[src/rtl/pipeline_hazard_ctrl.sv]
// Stall/flush controller for the 5-stage pipeline: priority memory freeze > redirect > load-use.
// Controls are combinational from state and inputs; the wait/flush FSM and counters update on clk.
module pipeline_hazard_ctrl #(
    parameter int FLUSH_CYCLES = 1,
    parameter int MEM_TIMEOUT  = 255,
    parameter int CNT_W        = 16
) (
    input  logic             clk,
    input  logic             reset,
    input  logic [4:0]       ID_rs1,
    input  logic [4:0]       ID_rs2,
    input  logic             ID_uses_rs1,
    input  logic             ID_uses_rs2,
    input  logic [4:0]       ID_EX_rd,
    input  logic             ID_EX_memread,
    input  logic             EX_redirect,
    input  logic             MEM_req,
    input  logic             MEM_ack,
    output logic             PC_stall,
    output logic             IF_ID_stall,
    output logic             IF_ID_flush,
    output logic             EX_stall,
    output logic             ID_EX_bubble,
    output logic             EX_MEM_stall,
    output logic             MEM_WB_bubble,
    output logic             mem_timeout,
    output logic [CNT_W-1:0] stall_count
);

    typedef enum logic [1:0] {RUN, MEM_WAIT, FLUSH} state_t;

    localparam logic [3:0] FLUSH_RELOAD = (FLUSH_CYCLES > 1) ? 4'(FLUSH_CYCLES - 2) : 4'd0;
    localparam logic [7:0] TIMEOUT_LAST = 8'(MEM_TIMEOUT - 1);

    state_t           state_q, state_d, base_st;
    logic             ret_flush_q, ret_flush_d;
    logic [3:0]       flush_cnt_q, flush_cnt_d;
    logic [7:0]       wait_cnt_q, wait_cnt_d;
    logic             timeout_q, timeout_d;
    logic [CNT_W-1:0] stall_cnt_q, stall_cnt_d;

    logic freeze, load_use, redir;

    assign freeze   = MEM_req & ~MEM_ack;
    assign load_use = ID_EX_memread & (ID_EX_rd != 5'd0) &
                      ((ID_uses_rs1 & (ID_rs1 == ID_EX_rd)) |
                       (ID_uses_rs2 & (ID_rs2 == ID_EX_rd)));

    // A released MEM_WAIT behaves as the state it interrupted, so the release cycle is a real flush cycle.
    always_comb begin
        base_st = state_q;
        if (state_q == MEM_WAIT) begin
            base_st = ret_flush_q ? FLUSH : RUN;
        end
    end

    assign redir = EX_redirect | (base_st == FLUSH);

    always_comb begin
        PC_stall      = 1'b0;
        IF_ID_stall   = 1'b0;
        IF_ID_flush   = 1'b0;
        EX_stall      = 1'b0;
        ID_EX_bubble  = 1'b0;
        EX_MEM_stall  = 1'b0;
        MEM_WB_bubble = 1'b0;
        if (!reset) begin
            if (freeze) begin
                PC_stall      = 1'b1;
                IF_ID_stall   = 1'b1;
                EX_stall      = 1'b1;
                EX_MEM_stall  = 1'b1;
                MEM_WB_bubble = 1'b1;
            end else if (redir) begin
                IF_ID_flush   = 1'b1;
                ID_EX_bubble  = 1'b1;
            end else if (load_use) begin
                PC_stall      = 1'b1;
                IF_ID_stall   = 1'b1;
                ID_EX_bubble  = 1'b1;
            end
        end
    end

    always_comb begin
        state_d     = state_q;
        ret_flush_d = ret_flush_q;
        flush_cnt_d = flush_cnt_q;
        if (freeze) begin
            state_d     = MEM_WAIT;
            ret_flush_d = (base_st == FLUSH);
        end else if (EX_redirect && FLUSH_CYCLES > 1) begin
            state_d     = FLUSH;
            flush_cnt_d = FLUSH_RELOAD;
        end else if (base_st == FLUSH) begin
            if (flush_cnt_q == 4'd0) begin
                state_d = RUN;
            end else begin
                state_d     = FLUSH;
                flush_cnt_d = flush_cnt_q - 4'd1;
            end
        end else begin
            state_d = RUN;
        end
    end

    always_comb begin
        wait_cnt_d  = 8'd0;
        timeout_d   = timeout_q;
        stall_cnt_d = stall_cnt_q;
        if (freeze) begin
            wait_cnt_d = (wait_cnt_q == 8'hFF) ? wait_cnt_q : wait_cnt_q + 8'd1;
            if (wait_cnt_q == TIMEOUT_LAST) begin
                timeout_d = 1'b1;
            end
        end
        if (PC_stall && (stall_cnt_q != {CNT_W{1'b1}})) begin
            stall_cnt_d = stall_cnt_q + 1'b1;
        end
    end

    always_ff @(posedge clk or posedge reset) begin
        if (reset) begin
            state_q     <= RUN;
            ret_flush_q <= 1'b0;
            flush_cnt_q <= 4'd0;
            wait_cnt_q  <= 8'd0;
            timeout_q   <= 1'b0;
            stall_cnt_q <= '0;
        end else begin
            state_q     <= state_d;
            ret_flush_q <= ret_flush_d;
            flush_cnt_q <= flush_cnt_d;
            wait_cnt_q  <= wait_cnt_d;
            timeout_q   <= timeout_d;
            stall_cnt_q <= stall_cnt_d;
        end
    end

    assign mem_timeout = timeout_q;
    assign stall_count = stall_cnt_q;

endmodule

[config.mk]
export PLATFORM = sky130hd
export DESIGN_NAME = pipeline_hazard_ctrl
export DESIGN_NICKNAME = d
export VERILOG_FILES = /design/src/rtl/pipeline_hazard_ctrl.sv
export SDC_FILE = /design/constraint.sdc
export NUM_CORES = 1
export LEC_CHECK = 0
export ABC_CLOCK_PERIOD_IN_PS = 2160
export CELL_PAD_IN_SITES_DETAIL_PLACEMENT = 1
export CELL_PAD_IN_SITES_GLOBAL_PLACEMENT = 1
export CORE_MARGIN = 2
export CORE_UTILIZATION = 36
export DETAILED_ROUTE_END_ITERATION = 8
export GPL_TIMING_DRIVEN = 0
export PLACE_DENSITY = 0.79
export SYNTH_ARGS = -nofsm -noshare
export SYNTH_HDL_FRONTEND = slang
export SYNTH_SLANG_ARGS = --single-unit
export TNS_END_PERCENT = 1
[constraint.sdc]
create_clock -name clk -period 2.16 [get_ports clk]
set_clock_uncertainty 0.1 [all_clocks]
set_input_delay 0.324 -clock clk [delete_from_list [all_inputs] [get_ports clk]]
set_output_delay 0.324 -clock clk [all_outputs]
set_load 0.1 [all_outputs]
== Word level (Yosys, flattened, before mapping) ==
Index checks and enable logic that the tools add are counted.
Operators by class
  multiplexer cells: 19
  $add $sub $neg: 3
  reductions and logical operators: 5
  bitwise operators: 10
  equal/unequal tests: 8
Operators with widths (number)
  adder 16 x 1 -> 16 bit (second input constant): 1
  equality test 8 bit (second input constant): 2
  2-to-1 mux 8 bit: 2
  != test 16 bit (second input constant): 1
  2-to-1 mux 1 bit: 12
  equality test 5 bit: 2
  2-to-1 mux 2 bit: 5
  adder 8 x 1 -> 8 bit (second input constant): 1
  AND 1 bit: 5
  nonzero test 5 bit: 1
  logical NOT 4 bit: 1
  subtractor 4 x 1 -> 4 bit (second input constant): 1
  inverter 1 bit: 3
  AND reduction 3 bit: 1
  equality test 2 x 1 -> 1 bit (second input constant): 1
  equality test 2 bit (second input constant): 1
  != test 2 bit (second input constant): 1
  bitwise OR 1 bit: 2
  AND reduction 2 bit: 1
  logical AND 1 bit: 1
Word-level totals
  register bits: 32
  output and inout bits: 24

== Depth between registers and ports, before layout ==
  depth in word-level cells: 9
  depth in mapped cells: 8
  depth with buffers taken out: 6

== Worst setup path after synthesis ==
OpenSTA, ideal clock, no wires.
  path type: input to output
  start: input port ID_EX_rd[1]
  end: output port ID_EX_bubble
  stages on the path: 5
  setup slack: -1.390 ns
  path buffers: 0
  data arrival time: 3.126 ns
  path through: xnor2_1 -> nand4_1 -> o22ai_1 -> nand2b_1 -> a211oi_1
On the way
  word-level cells in the longest chain between the ends: 8
RTL lines
  start, declared: line 14  | input logic [4:0] ID_EX_rd,
  equality test 5 bit (on tied branches): line 46, 47
  AND 1 bit (on tied branches): line 46, 47
  bitwise OR 1 bit: line 46  | ((ID_uses_rs1 & (ID_rs1 == ID_EX_rd)) |
  AND 1 bit *: line 45  | assign load_use = ID_EX_memread & (ID_EX_rd != 5'd0) &
  2-to-1 mux 1 bit *: line 77  | end else if (load_use) begin
  2-to-1 mux 1 bit *: line 74  | end else if (redir) begin
  2-to-1 mux 1 bit *: line 68  | if (freeze) begin
  2-to-1 mux 1 bit *: line 67  | if (!reset) begin
  end, declared: line 23  | output logic ID_EX_bubble,
Mark *: on every way between the ends. The rest lies on a longest branch, timed or not.

== Final worst setup path ==
  start: input port ID_EX_rd[1]
  end: output port PC_stall
On the way
  word-level cells in the longest chain between the ends: 8
RTL lines
  equality test 5 bit (on tied branches): line 46, 47
  AND 1 bit (on tied branches): line 46, 47
  bitwise OR 1 bit: line 46
  AND 1 bit *: line 45
  2-to-1 mux 1 bit *: line 77
  2-to-1 mux 1 bit *: line 74
  2-to-1 mux 1 bit *: line 68
  2-to-1 mux 1 bit *: line 67
  end, declared: line 19  | output logic PC_stall,
Marks and branches as above.

==> run metrics <==
die height 74.0 um; largest net degree at the start of global routing 33; clock-pin transition on the worst setup and hold timing paths 70 ps; Pre-antenna DRT Iters 4; slowest stage delay, CP 540 ps; initial antenna violation count 0; Cell variety after synth 35; fin area 0.00263 mm2; placed instance area 0.00235 mm2; Leak 1.20 nW; Final period util 1.00; Yosys top cell area share 0.454; WHS 361 ps; core area 0.00472 mm2; Tmin final 2170 ps; delay-heaviest family, CP simple AND/OR/NAND/NOR gates; Final #Nets 267; Power Density 713 mW/mm2; Initial Utilization 0.374; MaxCap Viol Count 0; Multi-input gate area 982 um2; Ys Warns 0; cell area after synthesis 0.00176 mm2; PnR worst setup slack -5.34 ps; # fillers 516; global-route wire length before repair 7.85 mm; min-delay worst type reg -> reg; CP Class in -> out; Seq cells post-synth 32; Worst slew margin 0.353; Post-Layout Cell Count 308; Worst Reg-to-Reg Cells 6; CTS buffer count 5; leading area contributor after synthesis dfrtp_1; Cell Rows 25; synthesized area per cell 9.97 um2; Syn Inst Count 177; CP required 1740 ps; CTS root buf clkbuf_8; TritonCTS clock tree done; worst vdd rail ir drop 0.900 mV; Worst-Margin Slew 974 ps; GRT Resource Usage Total 0.195; post-placement cell count 290; Buf/Inv on CP 3; vias in the first global route 1551; HP Start mem_timeout$_DFFE_PP0P_; CP Cell Sequence buf_8 -> or4_4 -> o21ai_4 -> nor4_4 -> a21o_4 -> buf_6 -> buf_12; worst skew pair latency 290 ps; IO Port Bufs 46; Post-DRT Antenna Nets 0; worst r2r src stall_count[0]$_DFFE_PP0P_; Hold Crit Depth 1; DRC viols 0; DP HPWL 3.22 mm; Die Width 74.0 um; Finish-stage setup viols 1; final hold violation count 0; synthesis-to-layout area growth 49.1%; vias per cell 4.95; worst r2r dst stall_count[1]$_DFFE_PP0P_; die area 0.00548 mm2; htree depth 2; DR WL/cell 16.9 um; reg2reg setup slack 90 ps; crit-path max FO 5; RSZ-0062 raised after global routing yes; Routed WL 5.22 mm; total grt overflow 0; Sink Count 32; Max clock buf depth 2; path length in cells of the critical path 7; Worst setup EP type output port; Max Clk Rate 462 MHz; FF/Latch Area 811 um2; slowest stage cell on the critical path or4_4; Vias 1526; status finished, violations left; # IOs 47; crit start category primary input; syn_nets 204; CP arrival 1740 ps; Final Core Density 0.557; pre-CTS setup slack -1390 ps; cts hold-fix bufs 0; final slew viol count 0; Starting DRT DRC Count 59; Hold Path Sink mem_timeout$_DFFE_PP0P_; Final Wtd Congestion 0.745; ranking of synthesized cells by area dfrtp_1 45%, xnor2_1 14%, nand3_2 4.5%, nand3_1 3.4%, nand2_1 3.4%; Seq/Total Area, Yosys 0.454; share of cells above drive strength 1 0.286; # diodes 0; failing checks negative setup slack
[power breakdown]
group          total, mW  switching (mW)  internal [mW]
logic              0.646           0.476          0.170
clock network      0.525           0.234          0.291
registers          0.706          0.0568          0.650
total               1.88           0.766           1.11
[layout make-up]
type | instances | area share
plain buffers | 6 | 0.0204
inverters | 8 | 0.0114
flip-flops and latches | 32 | 0.308
multi-input cells | 130 | 0.373
repair buffers | 57 | 0.217
clock buffers | 8 | 0.0380
well taps | 67 | 0.0319
[kinds of logic after synthesis]
| family | after synthesis | synth area share |
|---|---|---|
| XOR/XNOR | 29 | 0.144 |
| multiplexers | 3 | 0.0184 |
| adder cells (fa/ha/maj) | 4 | 0.0284 |
| buffers and inverters | 15 | 0.0475 |
| AND/OR/NAND/NOR | 77 | 0.245 |
| flip-flops | 32 | 0.454 |
| AO/OA/AOI/OAI | 17 | 0.0624 |
[through the flow]
stage	TNS, ps	total power, mW
CTS	-281	1.87
floorplan	-3420	1.18
finish	-5.34	1.88
global placement	-13080	1.35
detailed placement	-14420	1.37
global route	-47.9	1.96
[routing by layer]
| layer | vias to the layer above | wire length, um | GRT usage |
|---|---|---|---|
| met5 | - | 0 | 0 |
| met4 | 0 | 82 | 0.0626 |
| met3 | 6 | 149 | 0.0678 |
| met2 | 22 | 2740 | 0.323 |
| met1 | 768 | 2240 | 0.239 |
| li1 | 730 | - | - |
[layout by cell type (no fill, tap or decap), types with 5 or more instances in the layout]
master / instances
dlygate4sd2_1: 18
xnor2_1: 26
dfrtp_2: 8
nand2_1: 16
nor3_1: 5
clkdlybuf4s50_1: 6
nor2_1: 13
dlymetal6s2s_1: 9
nand4_1: 6
nand3_1: 11
buf_4: 13
inv_1: 6
nand3_2: 9
clkbuf_8: 7
dfrtp_1: 24
[flip-flops by register name (all words and copies together) (netlist names)]
register     count
stall_count     16
state_q          2
ret_flush_q      1
wait_cnt_q       8
mem_timeout      1
flush_cnt_q      4
[synthesized netlist by cell type]
cell type	n
nand4b_1	1
nand2_1	16
o22ai_1	1
nand3_2	8
dfrtp_1	32
mux2_1	2
clkbuf_1	1
o21ai_1	3
a211oi_1	2
ha_1	4
a21oi_1	3
nor4_1	1
a31o_1	1
o21ai_0	2
nand3_1	12
or4_1	1
and3_1	4
inv_1	6
nor3_1	6
nor3b_1	1
nand3b_1	2
buf_4	3
xor2_1	1
mux2i_1	1
buf_2	1
nand2b_1	2
a31oi_1	4
inv_2	2
nand3b_4	1
a21o_4	1
xnor2_1	28
nand4_1	6
buf_6	2
or3_1	1
nor2_1	15
[worst reg2reg max path, delay by kind of cell (launching register included)]
family                   cells  cell delay, ps
AND/OR/NAND/NOR              3             750
flip-flops                   1             390
multiplexers                 1             330
adder cells (fa/ha/maj)      1             210
buffers and inverters        1             160
[how the worst max path moves through the flow]
stage,end,slack (ps),startpoint
3_5_place_dp,PC_stall,-1390,ID_EX_rd[1]
4_1_cts,ID_EX_bubble,-140,ID_rs1[3]
2_1_floorplan,stall_count[1]$_DFFE_PP0P_,-350,stall_count[10]$_DFFE_PP0P_
6_report,PC_stall,-5,ID_EX_rd[1]
3_3_place_gp,PC_stall,-1390,ID_EX_rd[1]
5_1_grt,PC_stall,-30,ID_EX_rd[1]
[timing repair]
action                     4_1_cts  5_1_grt
setup buffers                    3        7
setup endpoints to repair       26        7
pin swaps                        6       19
gates resized for setup         86       35
Note: power is estimated with default switching activity, not from simulation.
